`config.mk`:
```
export PLATFORM = sky130hd
export DESIGN_NAME = prt_read_scheduler
export DESIGN_NICKNAME = d
export VERILOG_FILES = /design/src/rtl/prt_pkg.sv /design/src/rtl/prt_slot_fifo.sv /design/src/rtl/prt_read_scheduler.sv
export SDC_FILE = /design/constraint.sdc
export NUM_CORES = 1
export LEC_CHECK = 0
export CAP_MARGIN = 20
export CELL_PAD_IN_SITES_DETAIL_PLACEMENT = 2
export CELL_PAD_IN_SITES_GLOBAL_PLACEMENT = 2
export CORE_ASPECT_RATIO = 0.7
export CORE_MARGIN = 2
export CORE_UTILIZATION = 36
export DETAILED_ROUTE_END_ITERATION = 8
export GPL_ROUTABILITY_DRIVEN = 0
export PLACE_DENSITY = 0.79
export SLEW_MARGIN = 30
export SYNTH_ARGS = -nofsm -noshare
export SYNTH_HDL_FRONTEND = slang
export SYNTH_SLANG_ARGS = --single-unit
```
`constraint.sdc`:
```
create_clock -name clk -period 3 [get_ports clk]
set_clock_uncertainty 0.15 [all_clocks]
set_input_delay 0.45 -clock clk [delete_from_list [all_inputs] [get_ports clk]]
set_output_delay 0.45 -clock clk [all_outputs]
set_load 0.1 [all_outputs]
```
`src/rtl/prt_pkg.sv`:
```
// Shared types and default sizing for the PRT read scheduler.
package prt_pkg;

    localparam int TABLE_SIZE = 8;
    localparam int INDEX_W    = 3;
    localparam int DATA_W     = 8;

    typedef enum logic [2:0] {
        IDLE,
        START,
        READ,
        DRAIN,
        DROP
    } sched_state_e;

    typedef struct packed {
        logic [INDEX_W-1:0] slot;
        logic               drop;
    } pend_entry_t;

endpackage

```
`src/rtl/prt_slot_fifo.sv`:
```
// Pending-slot queue: synchronous FIFO with count-based full/empty.
module prt_slot_fifo
    import prt_pkg::*;
#(
    parameter int DEPTH = TABLE_SIZE
) (
    input  logic        clk,
    input  logic        rst,
    input  logic        i_push,
    input  pend_entry_t i_push_entry,
    input  logic        i_pop,
    output pend_entry_t o_head,
    output logic        o_full,
    output logic        o_empty
);

    localparam int PW = (DEPTH > 1) ? $clog2(DEPTH) : 1;
    localparam int CW = $clog2(DEPTH + 1);

    pend_entry_t   r_mem [DEPTH];
    logic [PW-1:0] r_wptr;
    logic [PW-1:0] r_rptr;
    logic [CW-1:0] r_count;
    logic          w_push;
    logic          w_pop;

    assign o_full  = (r_count == CW'(DEPTH));
    assign o_empty = (r_count == '0);
    assign o_head  = r_mem[r_rptr];
    assign w_push  = i_push && !o_full;
    assign w_pop   = i_pop && !o_empty;

    always_ff @(posedge clk) begin
        if (w_push) r_mem[r_wptr] <= i_push_entry;
    end

    always_ff @(posedge clk or negedge rst) begin
        if (!rst) begin
            r_wptr  <= '0;
            r_rptr  <= '0;
            r_count <= '0;
        end else begin
            if (w_push) r_wptr <= (r_wptr == PW'(DEPTH - 1)) ? '0 : r_wptr + 1'b1;
            if (w_pop)  r_rptr <= (r_rptr == PW'(DEPTH - 1)) ? '0 : r_rptr + 1'b1;
            case ({w_push, w_pop})
                2'b10:   r_count <= r_count + 1'b1;
                2'b01:   r_count <= r_count - 1'b1;
                default: r_count <= r_count;
            endcase
        end
    end

endmodule

```
`src/rtl/prt_read_scheduler.sv`:
```
// Pops completed-frame reports and either streams the frame out of the PRT
// to egress (one byte in flight at a time) or invalidates the slot.
module prt_read_scheduler
    import prt_pkg::*;
#(
    parameter int TABLE_SIZE = prt_pkg::TABLE_SIZE,
    parameter int INDEX_W    = prt_pkg::INDEX_W,
    parameter int DATA_W     = prt_pkg::DATA_W
) (
    input  logic               clk,
    input  logic               rst,
    input  logic               done_valid,
    input  logic [INDEX_W-1:0] done_slot,
    input  logic               done_drop,
    output logic               done_ready,
    output logic               prt_start_rd,
    output logic [INDEX_W-1:0] prt_rd_slot,
    output logic               prt_rd_en,
    input  logic               prt_rd_valid,
    input  logic [DATA_W-1:0]  prt_rd_data,
    input  logic               prt_rd_last,
    output logic               prt_inval,
    output logic [INDEX_W-1:0] prt_inval_slot,
    output logic               eg_valid,
    output logic [DATA_W-1:0]  eg_data,
    output logic               eg_last,
    input  logic               eg_ready,
    output logic [15:0]        frames_sent,
    output logic [15:0]        frames_dropped
);

    sched_state_e       r_state;
    sched_state_e       w_next;
    pend_entry_t        w_head;
    pend_entry_t        w_push_entry;
    logic               w_full;
    logic               w_empty;
    logic               w_pop;
    logic               w_start;
    logic               w_rd_en;
    logic               w_inval;
    logic               w_rd_ret;
    logic               w_eg_acc;
    logic [INDEX_W-1:0] r_slot;
    logic               r_outst;
    logic               r_eg_valid;
    logic [DATA_W-1:0]  r_eg_data;
    logic               r_eg_last;
    logic [15:0]        r_sent;
    logic [15:0]        r_dropped;

    assign w_push_entry = '{slot: done_slot, drop: done_drop};

    prt_slot_fifo #(.DEPTH(TABLE_SIZE)) u_fifo (
        .clk          (clk),
        .rst          (rst),
        .i_push       (done_valid),
        .i_push_entry (w_push_entry),
        .i_pop        (w_pop),
        .o_head       (w_head),
        .o_full       (w_full),
        .o_empty      (w_empty)
    );

    // Returns arriving in any other state are stray and ignored.
    assign w_rd_ret = (r_state == READ) && prt_rd_valid;
    assign w_eg_acc = r_eg_valid && eg_ready;

    always_ff @(posedge clk or negedge rst) begin
        if (!rst) r_state <= IDLE;
        else      r_state <= w_next;
    end

    always_comb begin
        w_next  = r_state;
        w_pop   = 1'b0;
        w_start = 1'b0;
        w_rd_en = 1'b0;
        w_inval = 1'b0;
        case (r_state)
            IDLE: begin
                if (!w_empty) begin
                    w_pop  = 1'b1;
                    w_next = w_head.drop ? DROP : START;
                end
            end
            START: begin
                w_start = 1'b1;
                w_next  = READ;
            end
            READ: begin
                // Issue only if the egress register is free by the time the byte lands.
                w_rd_en = !r_outst && (!r_eg_valid || eg_ready);
                if (prt_rd_valid && prt_rd_last) w_next = DRAIN;
            end
            DRAIN: begin
                if (w_eg_acc) w_next = IDLE;
            end
            DROP: begin
                w_inval = 1'b1;
                w_next  = IDLE;
            end
            default: w_next = IDLE;
        endcase
    end

    always_ff @(posedge clk or negedge rst) begin
        if (!rst) begin
            r_slot     <= '0;
            r_outst    <= 1'b0;
            r_eg_valid <= 1'b0;
            r_eg_data  <= '0;
            r_eg_last  <= 1'b0;
            r_sent     <= '0;
            r_dropped  <= '0;
        end else begin
            if (w_pop) r_slot <= w_head.slot;
            if (w_rd_en)       r_outst <= 1'b1;
            else if (w_rd_ret) r_outst <= 1'b0;
            if (w_rd_ret) begin
                r_eg_valid <= 1'b1;
                r_eg_data  <= prt_rd_data;
                r_eg_last  <= prt_rd_last;
            end else if (eg_ready) begin
                r_eg_valid <= 1'b0;
            end
            if (r_state == DRAIN && w_eg_acc) r_sent    <= r_sent + 16'd1;
            if (r_state == DROP)              r_dropped <= r_dropped + 16'd1;
        end
    end

    assign done_ready     = !w_full;
    assign prt_start_rd   = w_start;
    assign prt_rd_slot    = r_slot;
    assign prt_rd_en      = w_rd_en;
    assign prt_inval      = w_inval;
    assign prt_inval_slot = r_slot;
    assign eg_valid       = r_eg_valid;
    assign eg_data        = r_eg_data;
    assign eg_last        = r_eg_last;
    assign frames_sent    = r_sent;
    assign frames_dropped = r_dropped;

endmodule
```
==> impl_metrics.yaml, run 1 <==
global_routing:
  antenna_found_initial: 0
  grt_max_degree: 32
  gr-total-overflow: 0
  grt_pass1_vias: 2974
  grt_pass1_wl_um: 16300
  grt_usage_pct: 18.0
layout:
  diodes: 0
  drive_above_1_share_pct: 28.5
  nNetsFinal: 391
  final_util_pct: 46.6
  syn_to_final_growth_pct: 27.4
  final_area_um2: 5080
clock_network:
  cts_setup_buffers: 0
  h-tree-depth: 3
  cts_buffers: 9
  clk_pin_slew_ns: 0.07
  cts_tree: "built"
  holdBufCountCts: 0
  cts.sinks: 91
  ctsResizeCount: 0
  clk_path_buf_depth: 2
  clk_latency_ns: 0.34
  cts_root_buf: "clkbuf_16"
worst_setup_path:
  crit_type: "reg -> reg"
  critical_path.max_fanout: 13
  startpoint: "u_fifo.r_count[1]$_DFFE_PN0P_"
  crit_required_ns: 3.11
  max_stage_delay_ns: 0.48
  cp-start-kind: "flip-flop"
  crit_chain: "nor3_2 -> a2111oi_4 -> buf_4 -> ha_1 -> nor4b_1 -> o21ai_0 -> o31ai_1 -> xnor2_1"
  endpoint_kind: "flip-flop"
  rr_startpoint: "u_fifo.r_count[1]$_DFFE_PN0P_"
  arrival_ns: 2.68
  critPathSlowestCell: "dfrtp_1"
power:
  p_int_w: 0.00290
  pwr-share-clk_pct: 19.6
  pwr-share-comb_pct: 45.6
  power.share.sequential_pct: 34.9
  swShare_pct: 48.0
  power_w: 0.00558
  p_leak_nw: 2.14
  power_switching_w: 0.00268
  p_per_area_nw_per_um2: 1100
  vdd_drop_max_mv: 0.697
placement:
  placed_area_um2: 4790
  portBuffers: 69
  place_hpwl_um: 7410
  post-place-ws_ns: 0.425
synth:
  async_flop_share_pct: 64.8
  synthCells: 284
  synth_top_cell_by_area: "dfrtp_1"
  synth.area.top_cells: "dfrtp_1 37%, edfxtp_1 24%, xnor2_1 4.6%"
  synth_flop_cell: "dfrtp_1"
  netlist.area_leader.share_pct: 37.0
  synth_area_um2: 3990
  ys_warn_count: 0
  synth_edf_count: 32
  avgSynthCellArea_um2: 14.0
  synth_seq_cells: 91
  ys_types: 40
  syn_nets: 311
  yosysSeqAreaShare_pct: 61.1
detailed_routing:
  avgRoutedWirePerCell_um: 18.9
  route.antenna.remaining_nets: 0
  drt_wl_total_um: 9870
  vias: 2585
  dr.pass1.iters: 4
  drt_iter0_drc: 113
  drcViolationCount: 0
  drt-vias-per-instance: 4.95
sta:
  fin_crit_sh_pct: 85.7
  maxSlewViolCount: 0
  setup_viol: 0
  fin_tns_setup_ns: 0
  finalWorstSetupSlack_ns: 0.429
  period_needed_ns: 2.57
  worst_pin_slew_ns: 0.855
  rsz0062_at_grt: "no"
  max_slew_margin_pct: 42.5
  hold_viol: 0
  fmaxAchievable_mhz: 389
run_status:
  status: "finished, final reports clean"
die:
  ios: 70
  fp.dieH_um: 92.1
  dieWidth_um: 130
  core.rowCount: 32
  core-area_um2: 10900
  die_area_um2: 11900
  start_util_pct: 36.6
worst_hold_path:
  hp-class: "in -> async"
flow_run:
  drv_cap: 0
-- synth_stat cells (3+ instances only) --
master / instances
ha_1: 9
mux4_2: 8
and4_1: 3
a21oi_1: 5
nor2_1: 21
dfrtp_1: 59
buf_4: 5
nand2b_1: 3
nand3_1: 12
edfxtp_1: 32
mux2i_1: 4
mux2_2: 7
xor2_1: 14
nand4_1: 6
mux2_1: 10
buf_2: 3
and3_1: 5
nor3_1: 5
inv_1: 7
nand2_1: 16
xnor2_1: 21
-- cell type report --
class	count	area [um2]
clock buffer	9	225
clock inverter	7	61.3
fill	1079	5810
inverter	7	26.3
multi-input combinational	176	1480
sequential	91	2440
tap	153	191
timing repair buffer	79	656
-- stage by stage --
step	hold slack (ns)	cells
5_1_grt	0.0615	522
6_report	0.00639	522
3_3_place_gp	0.306	506
4_1_cts	0.0296	522
2_1_floorplan	0.00441	284
3_5_place_dp	0.331	506
-- cells in the final DEF, fill, tap and decap left out, types with 4 or more instances in the layout --
cell | synthesis | layout
inv_1 | 7 | 7
mux2_1 | 10 | 10
nand3_1 | 12 | 12
nand4_1 | 6 | 6
nor3_1 | 5 | 5
nor2_1 | 21 | 21
clkbuf_16 | 0 | 9
clkdlybuf4s50_1 | 0 | 16
edfxtp_1 | 32 | 32
dfrtp_1 | 59 | 59
buf_4 | 5 | 60
a21oi_1 | 5 | 5
and3_1 | 5 | 5
xor2_1 | 14 | 14
mux2i_1 | 4 | 4
xnor2_1 | 21 | 21
mux4_2 | 8 | 8
ha_1 | 9 | 9
nand2_1 | 16 | 15
mux2_2 | 7 | 7
-- power by group through the flow --
stage,registers (W),clock network (W),logic [W]
after global routing,0.00200,0.00116,0.00269
after CTS,0.00195,0.00112,0.00258
after global placement,0.00194,0,0.00247
after detailed placement,0.00197,0,0.00256
after floorplan,0.00272,0,0.00115
final,0.00194,0.00109,0.00254
-- final timing paths --
kind / end / slack, ns / cells past startpoint
worst max-delay path: u_fifo.r_count[3]$_DFFE_PN0P_ / 0.43 / 8
max in group asynchronous: u_fifo.r_wptr[1]$_DFFE_PN0P_ / 1.99 / 2
min in group clk: frames_dropped[15]$_DFFE_PN0P_ / 0.34 / 1
worst min-delay path: frames_sent[8]$_DFFE_PN0P_ / 0.006 / 1
worst max register to register: u_fifo.r_count[3]$_DFFE_PN0P_ / 0.43 / 8
worst min register to register: frames_dropped[15]$_DFFE_PN0P_ / 0.34 / 1
-- per-layer routing --
layer,vias up,wire (um),track usage [%],share of wire (%)
met5,-,0,0,0
met4,0,124,5.65,1.3
met1,1333,4460,23.5,45
met2,60,4880,29.8,49
met3,11,396,4.03,4.0
li1,1181,-,-,-
-- sequential cells by signal (all words and copies together) (netlist names) --
name and cells:
eg_data 8, eg_last 1, eg_valid 1, frames_dropped 16, frames_sent 16, prt_inval_slot 3
r_outst 1, r_state 3, u_fifo.r_count 4, u_fifo.r_mem 32, u_fifo.r_rptr 3, u_fifo.r_wptr 3
-- worst max-delay path: cells and delay by family, from the launching register on --
kind	cells	cell delay, ns
buffers and inverters	1	0.28
AND/OR/NAND/NOR	2	0.43
adder cells (fa/ha/maj)	1	0.34
AO/OA/AOI/OAI	3	0.65
XOR/XNOR	1	0.16
flip-flops	1	0.48
-- cell families after synthesis --
logic type / Yosys count / synth area share, %
XOR/XNOR: 35 / 7.69
AND/OR/NAND/NOR: 89 / 13.3
buffers and inverters: 17 / 2.17
multiplexers: 29 / 10.3
flip-flops: 91 / 61.1
adder cells (fa/ha/maj): 9 / 2.82
AO/OA/AOI/OAI: 14 / 2.60
Power figures use the tool's default switching activity.
==> run 2: changes to the inputs <==
clock period = 2.6 ns   (was 3 ns; I/O delays follow)
==> impl_metrics.yaml, run 2 (synthesis results as in run 1) <==
placement:
  place_hpwl_um: 7240
  post-place-ws_ns: 0.143
  portBuffers: 69
  dp.cells: 509
sta:
  hold_viol: 0
  max_slew_margin_pct: 62.9
  fin_tns_setup_ns: 0
  worst_pin_slew_ns: 0.557
  rsz0062_at_grt: "no"
  period_needed_ns: 2.43
  holdWs_ns: 0.345
  finalWorstSetupSlack_ns: 0.166
  setup_viol: 0
  fin_crit_sh_pct: 93.6
  fmaxAchievable_mhz: 411
  maxSlewViolCount: 0
worst_hold_path:
  min_to: "eg_data[6]$_DFFE_PN0P_"
  hp-class: "reg -> reg"
  hold_depth: 1
  hp-start: "eg_data[6]$_DFFE_PN0P_"
detailed_routing:
  avgRoutedWirePerCell_um: 18.7
  vias: 2568
  route.antenna.remaining_nets: 0
  drt_wl_total_um: 9860
  dr.pass1.iters: 4
  drcViolationCount: 0
  drt_iter0_drc: 121
  drt-vias-per-instance: 4.88
clock_network:
  cts.sinks: 91
  h-tree-depth: 3
  clk_path_buf_depth: 2
  cts_tree: "built"
  cts_buffers: 9
  clk_pin_slew_ns: 0.06
  clk_latency_ns: 0.34
  cts_root_buf: "clkbuf_16"
worst_setup_path:
  critPathSlowestCell: "a2111oi_4"
  crit_type: "reg -> reg"
  crit_buf_inv: 0
  crit_chain: "nor3_2 -> a2111oi_4 -> ha_1 -> nor4b_1 -> o21ai_0 -> o31ai_1 -> xnor2_1"
  cp-start-kind: "flip-flop"
  reg2reg_depth: 7
  critPathTopFamily: "compound AO/OA/AOI/OAI gates"
  rr_startpoint: "u_fifo.r_count[1]$_DFFE_PN0P_"
  max_stage_delay_ns: 0.49
  arrival_ns: 2.54
  crit_required_ns: 2.71
  endpoint_kind: "flip-flop"
  critical_path.max_fanout: 7
  ff2ff_setup_slack_ns: 0.17
  reg2reg_to: "u_fifo.r_count[3]$_DFFE_PN0P_"
layout:
  diodes: 0
  multi_input_area_um2: 1500
  final_cells: 526
  drive_above_1_share_pct: 29.5
  layout_common_cells: "61 x buf_4, 58 x dfrtp_1, 32 x edfxtp_1"
  final_common_cell: "buf_4"
  largest_reg_flops: 32
  nFillCells: 1078
  regArea_um2: 2440
  nNetsFinal: 395
  syn_to_final_growth_pct: 30.7
  top_register: "u_fifo.r_mem"
die:
  core.rowCount: 32
  dieWidth_um: 130
  die_area_um2: 11900
  core-area_um2: 10900
  fp.dieH_um: 92.1
  start_util_pct: 36.6
  ios: 70
power:
  vdd_drop_max_mv: 0.815
  p_per_area_nw_per_um2: 1290
  p_leak_nw: 2.20
  power_w: 0.00672
global_routing:
  grt_pass1_vias: 2830
  grt_usage_pct: 17.8
  grt_max_degree: 29
  gr-total-overflow: 0
  antenna_found_initial: 0
  grt_pass1_wl_um: 15900
flow_run:
  drv_cap: 0
run_status:
  status: "finished, final reports clean"
[run 2: cell count changes in the layout (fill, tap and decap cells not counted), moves of 2 or more]
cell,previous run,this run
inv_6,3,0
bufinv_16,0,2
clkbuf_1,0,2
buf_12,2,4
[run 2: worst max-delay path by stage]
stage / from / end / slack (ns) / cells past startpoint
after floorplan: u_fifo.r_count[1]$_DFFE_PN0P_ / u_fifo.r_count[2]$_DFFE_PN0P_ / 0.08 / 10
after global placement: done_valid / u_fifo.r_count[2]$_DFFE_PN0P_ / 0.24 / 9
after detailed placement: u_fifo.r_count[1]$_DFFE_PN0P_ / u_fifo.r_count[2]$_DFFE_PN0P_ / 0.14 / 9
after CTS: u_fifo.r_count[1]$_DFFE_PN0P_ / u_fifo.r_count[2]$_DFFE_PN0P_ / 0.07 / 9
after global routing: u_fifo.r_count[1]$_DFFE_PN0P_ / u_fifo.r_count[3]$_DFFE_PN0P_ / 0.02 / 7
final: u_fifo.r_count[1]$_DFFE_PN0P_ / u_fifo.r_count[3]$_DFFE_PN0P_ / 0.17 / 7
[run 2: area by class of cell]
| cell class | count | share of cell area (%) |
|---|---|---|
| flip-flops and latches | 91 | 46.8 |
| multi-input cells | 176 | 28.8 |
| repair buffers | 83 | 13.7 |
| clock buffers | 13 | 5.21 |
| well taps | 153 | 3.67 |
| clock inverters | 3 | 1.30 |
| inverters | 7 | 0.504 |
[run 2: per-layer routing]
layer	track usage (%)	part of all wire, %	up-vias
met5	0	0	-
met4	5.29	1.4	0
met3	5.89	5.1	11
met2	28.3	48	55
met1	23.2	45	1313
li1	-	-	1189
[run 2: metrics by stage]
step,instance area [um2],util [%]
after floorplan,4010,-
after global placement,4850,44.5
after detailed placement,4850,44.5
after CTS,5200,47.7
after global routing,5210,47.8
final,5210,47.8
[run 2: timing repair]
action	in CTS	in global routing
hold buffers	1	0
hold endpoints to repair	18	0
endpoints found under the setup margin	0	1
resized for setup	0	2
buffers inserted	0	0
[run 2: power by group]
part           internal, W  leakage, nW  switching [W]
sequential         0.00183         1.04       0.000386
clock             0.000928        0.161       0.000541
combinational     0.000909        0.993        0.00212
total              0.00366         2.20        0.00305
[run 2: worst register-to-register path, stage by stage, from the launching register on]
cell and delay (ns):
dfrtp_1 0.47, nor3_2 0.13, a2111oi_4 0.49, ha_1 0.40
nor4b_1 0.33, o21ai_0 0.13, o31ai_1 0.09, xnor2_1 0.17
==> run 3: changes to the inputs <==
CORE_UTILIZATION = 33   (was 36)
PLACE_DENSITY = 0.76   (was 0.79)
clock period = 2.2 ns   (was 2.6 ns; I/O delays follow)
==> impl_metrics.yaml, run 3 (synthesis results as in run 1) <==
die:
  die_area_um2: 13000
  fp.dieH_um: 96.0
  dieWidth_um: 135
  ios: 70
  start_util_pct: 34.0
  core-area_um2: 11700
  core.rowCount: 33
placement:
  portBuffers: 69
  dp.cells: 527
  place_hpwl_um: 7550
clock_network:
  clk_path_buf_depth: 2
  clk_pin_slew_ns: 0.07
  cts_tree: "built"
  cts_buffers: 9
  cts.sinks: 91
  cts_root_buf: "clkbuf_16"
  clk_latency_ns: 0.34
  h-tree-depth: 3
worst_setup_path:
  reg2reg_depth: 10
  critical_path.max_fanout: 3
  rr_startpoint: "u_fifo.r_count[2]$_DFFE_PN0P_"
  crit_chain: "nor3_4 -> buf_4 -> nand2_8 -> nand2_8 -> buf_4 -> ha_4 -> nor4bb_2 -> o21ai_1 -> o31ai_2 -> xnor2_1"
  cp-start-kind: "flip-flop"
  endpoint_kind: "flip-flop"
  crit_required_ns: 2.30
  crit_type: "reg -> reg"
  critPathSlowestCell: "dfrtp_1"
  ff2ff_setup_slack_ns: 0.001
  max_stage_delay_ns: 0.41
  arrival_ns: 2.30
  reg2reg_to: "u_fifo.r_count[3]$_DFFE_PN0P_"
  startpoint: "u_fifo.r_count[2]$_DFFE_PN0P_"
  cp-endpoint: "u_fifo.r_count[3]$_DFFE_PN0P_"
sta:
  fin_tns_setup_ns: 0
  rsz0062_at_grt: "yes"
  period_needed_ns: 2.20
  worst_pin_slew_ns: 0.474
  setup_viol: 0
  maxSlewViolCount: 0
  fmaxAchievable_mhz: 455
  max_slew_margin_pct: 68.4
  fin_crit_sh_pct: 99.9
  holdWs_ns: 0.330
  hold_viol: 0
global_routing:
  gr-total-overflow: 0
  grt_usage_pct: 17.1
  grt_pass1_vias: 3021
  grt_pass1_wl_um: 16400
  grt_max_degree: 60
  antenna_found_initial: 0
detailed_routing:
  route.antenna.remaining_nets: 0
  drcViolationCount: 0
  dr.pass1.iters: 4
  vias: 2663
  drt_wl_total_um: 10400
  drt_iter0_drc: 83
  avgRoutedWirePerCell_um: 18.9
  drt-vias-per-instance: 4.86
power:
  power.share.sequential_pct: 31.6
  p_per_area_nw_per_um2: 1510
  p_leak_nw: 2.28
  vdd_drop_max_mv: 1.12
  power_switching_w: 0.00376
  swShare_pct: 45.7
  pwr-share-clk_pct: 20.5
  pwr-share-comb_pct: 47.8
  p_int_w: 0.00447
layout:
  nNetsFinal: 413
  layout_common_cells: "77 x buf_4, 51 x dfrtp_1, 32 x edfxtp_1"
  syn_to_final_growth_pct: 36.4
  final_cells: 548
  largest_reg_flops: 32
  final_common_cell: "buf_4"
  drive_above_1_share_pct: 37.3
  top_register: "u_fifo.r_mem"
  diodes: 0
run_status:
  status: "finished, final reports clean"
flow_run:
  drv_cap: 0
worst_hold_path:
  hp-class: "reg -> reg"
-- run 3: changes by cell type in the layout (fill, tap and decap cells not counted), moves of 2 or more --
| cell | delta |
|---|---|
| dfrtp_2 | +6 |
| buf_4 | +16 |
| ha_1 | -2 |
| nand2_8 | +2 |
| clkbuf_1 | -2 |
| dfrtp_1 | -7 |
-- run 3: area by class of cell --
type                    count  area (um2)
fillers                  1142        6290
inverters                   7        26.3
clock buffers               9         225
multi-input cells         176        1580
well taps                 157         196
repair buffers            101         865
flip-flops and latches     91        2450
clock inverters             7         100
-- run 3: metrics by stage --
step                setup slack, ns  total power, W  utilization [%]  area (um2)
floorplan                    -0.143         0.00540                -        4100
global placement            -0.0235         0.00635             43.1        5050
detailed placement           -0.200         0.00654             43.1        5050
CTS                         -0.0462         0.00832             46.2        5420
global route                 -0.137         0.00865             46.4        5440
finish                      0.00144         0.00823             46.4        5440
-- run 3: worst min-delay path by stage --
stage / start / to / slack, ns / cells after the start
6_report: frames_dropped[15]$_DFFE_PN0P_ / frames_dropped[15]$_DFFE_PN0P_ / 0.33 / 1
5_1_grt: frames_sent[5]$_DFFE_PN0P_ / frames_sent[5]$_DFFE_PN0P_ / 0.36 / 1
4_1_cts: frames_dropped[15]$_DFFE_PN0P_ / frames_dropped[15]$_DFFE_PN0P_ / 0.34 / 1
3_5_place_dp: rst / frames_sent[9]$_DFFE_PN0P_ / 0.22 / 2
3_3_place_gp: rst / frames_sent[9]$_DFFE_PN0P_ / 0.22 / 2
2_1_floorplan: rst / eg_data[0]$_DFFE_PN0P_ / -0.12 / 0
-- run 3: timing repair --
action / 4_1_cts / 5_1_grt
cloned: 0 / 0
setup buffers: 3 / 1
pin swaps: 7 / 7
endpoints found under the setup margin: 2 / 3
hold buffers: 1 / 0
endpoints found under the hold margin: 59 / 0
gates resized for setup: 3 / 2
-- run 3: power groups by stage --
stage / combinational (W) / clock, W / sequential (W)
3_3_place_gp: 0.00377 / 0 / 0.00258
3_5_place_dp: 0.00391 / 0 / 0.00264
4_1_cts: 0.00397 / 0.00174 / 0.00261
6_report: 0.00394 / 0.00169 / 0.00260
2_1_floorplan: 0.00165 / 0 / 0.00375
5_1_grt: 0.00418 / 0.00180 / 0.00266
-- run 3: per-layer routing --
layer	up-vias	wire length, um	global-route usage [%]	part of all wire (%)
li1	1224	-	-	-
met1	1378	4370	20.6	42
met2	53	5480	30.8	53
met3	8	424	4.79	4.1
met4	0	89	3.91	0.86
met5	-	0	0	0
-- run 3: worst max-delay path: cells and delay by family (launching register included) --
kind	cells	cell delay, ns
fa+ha+maj	1	0.21
simple gates	4	0.68
buf+inv	2	0.30
xor+xnor	1	0.15
flops	1	0.41
compound gates	2	0.22
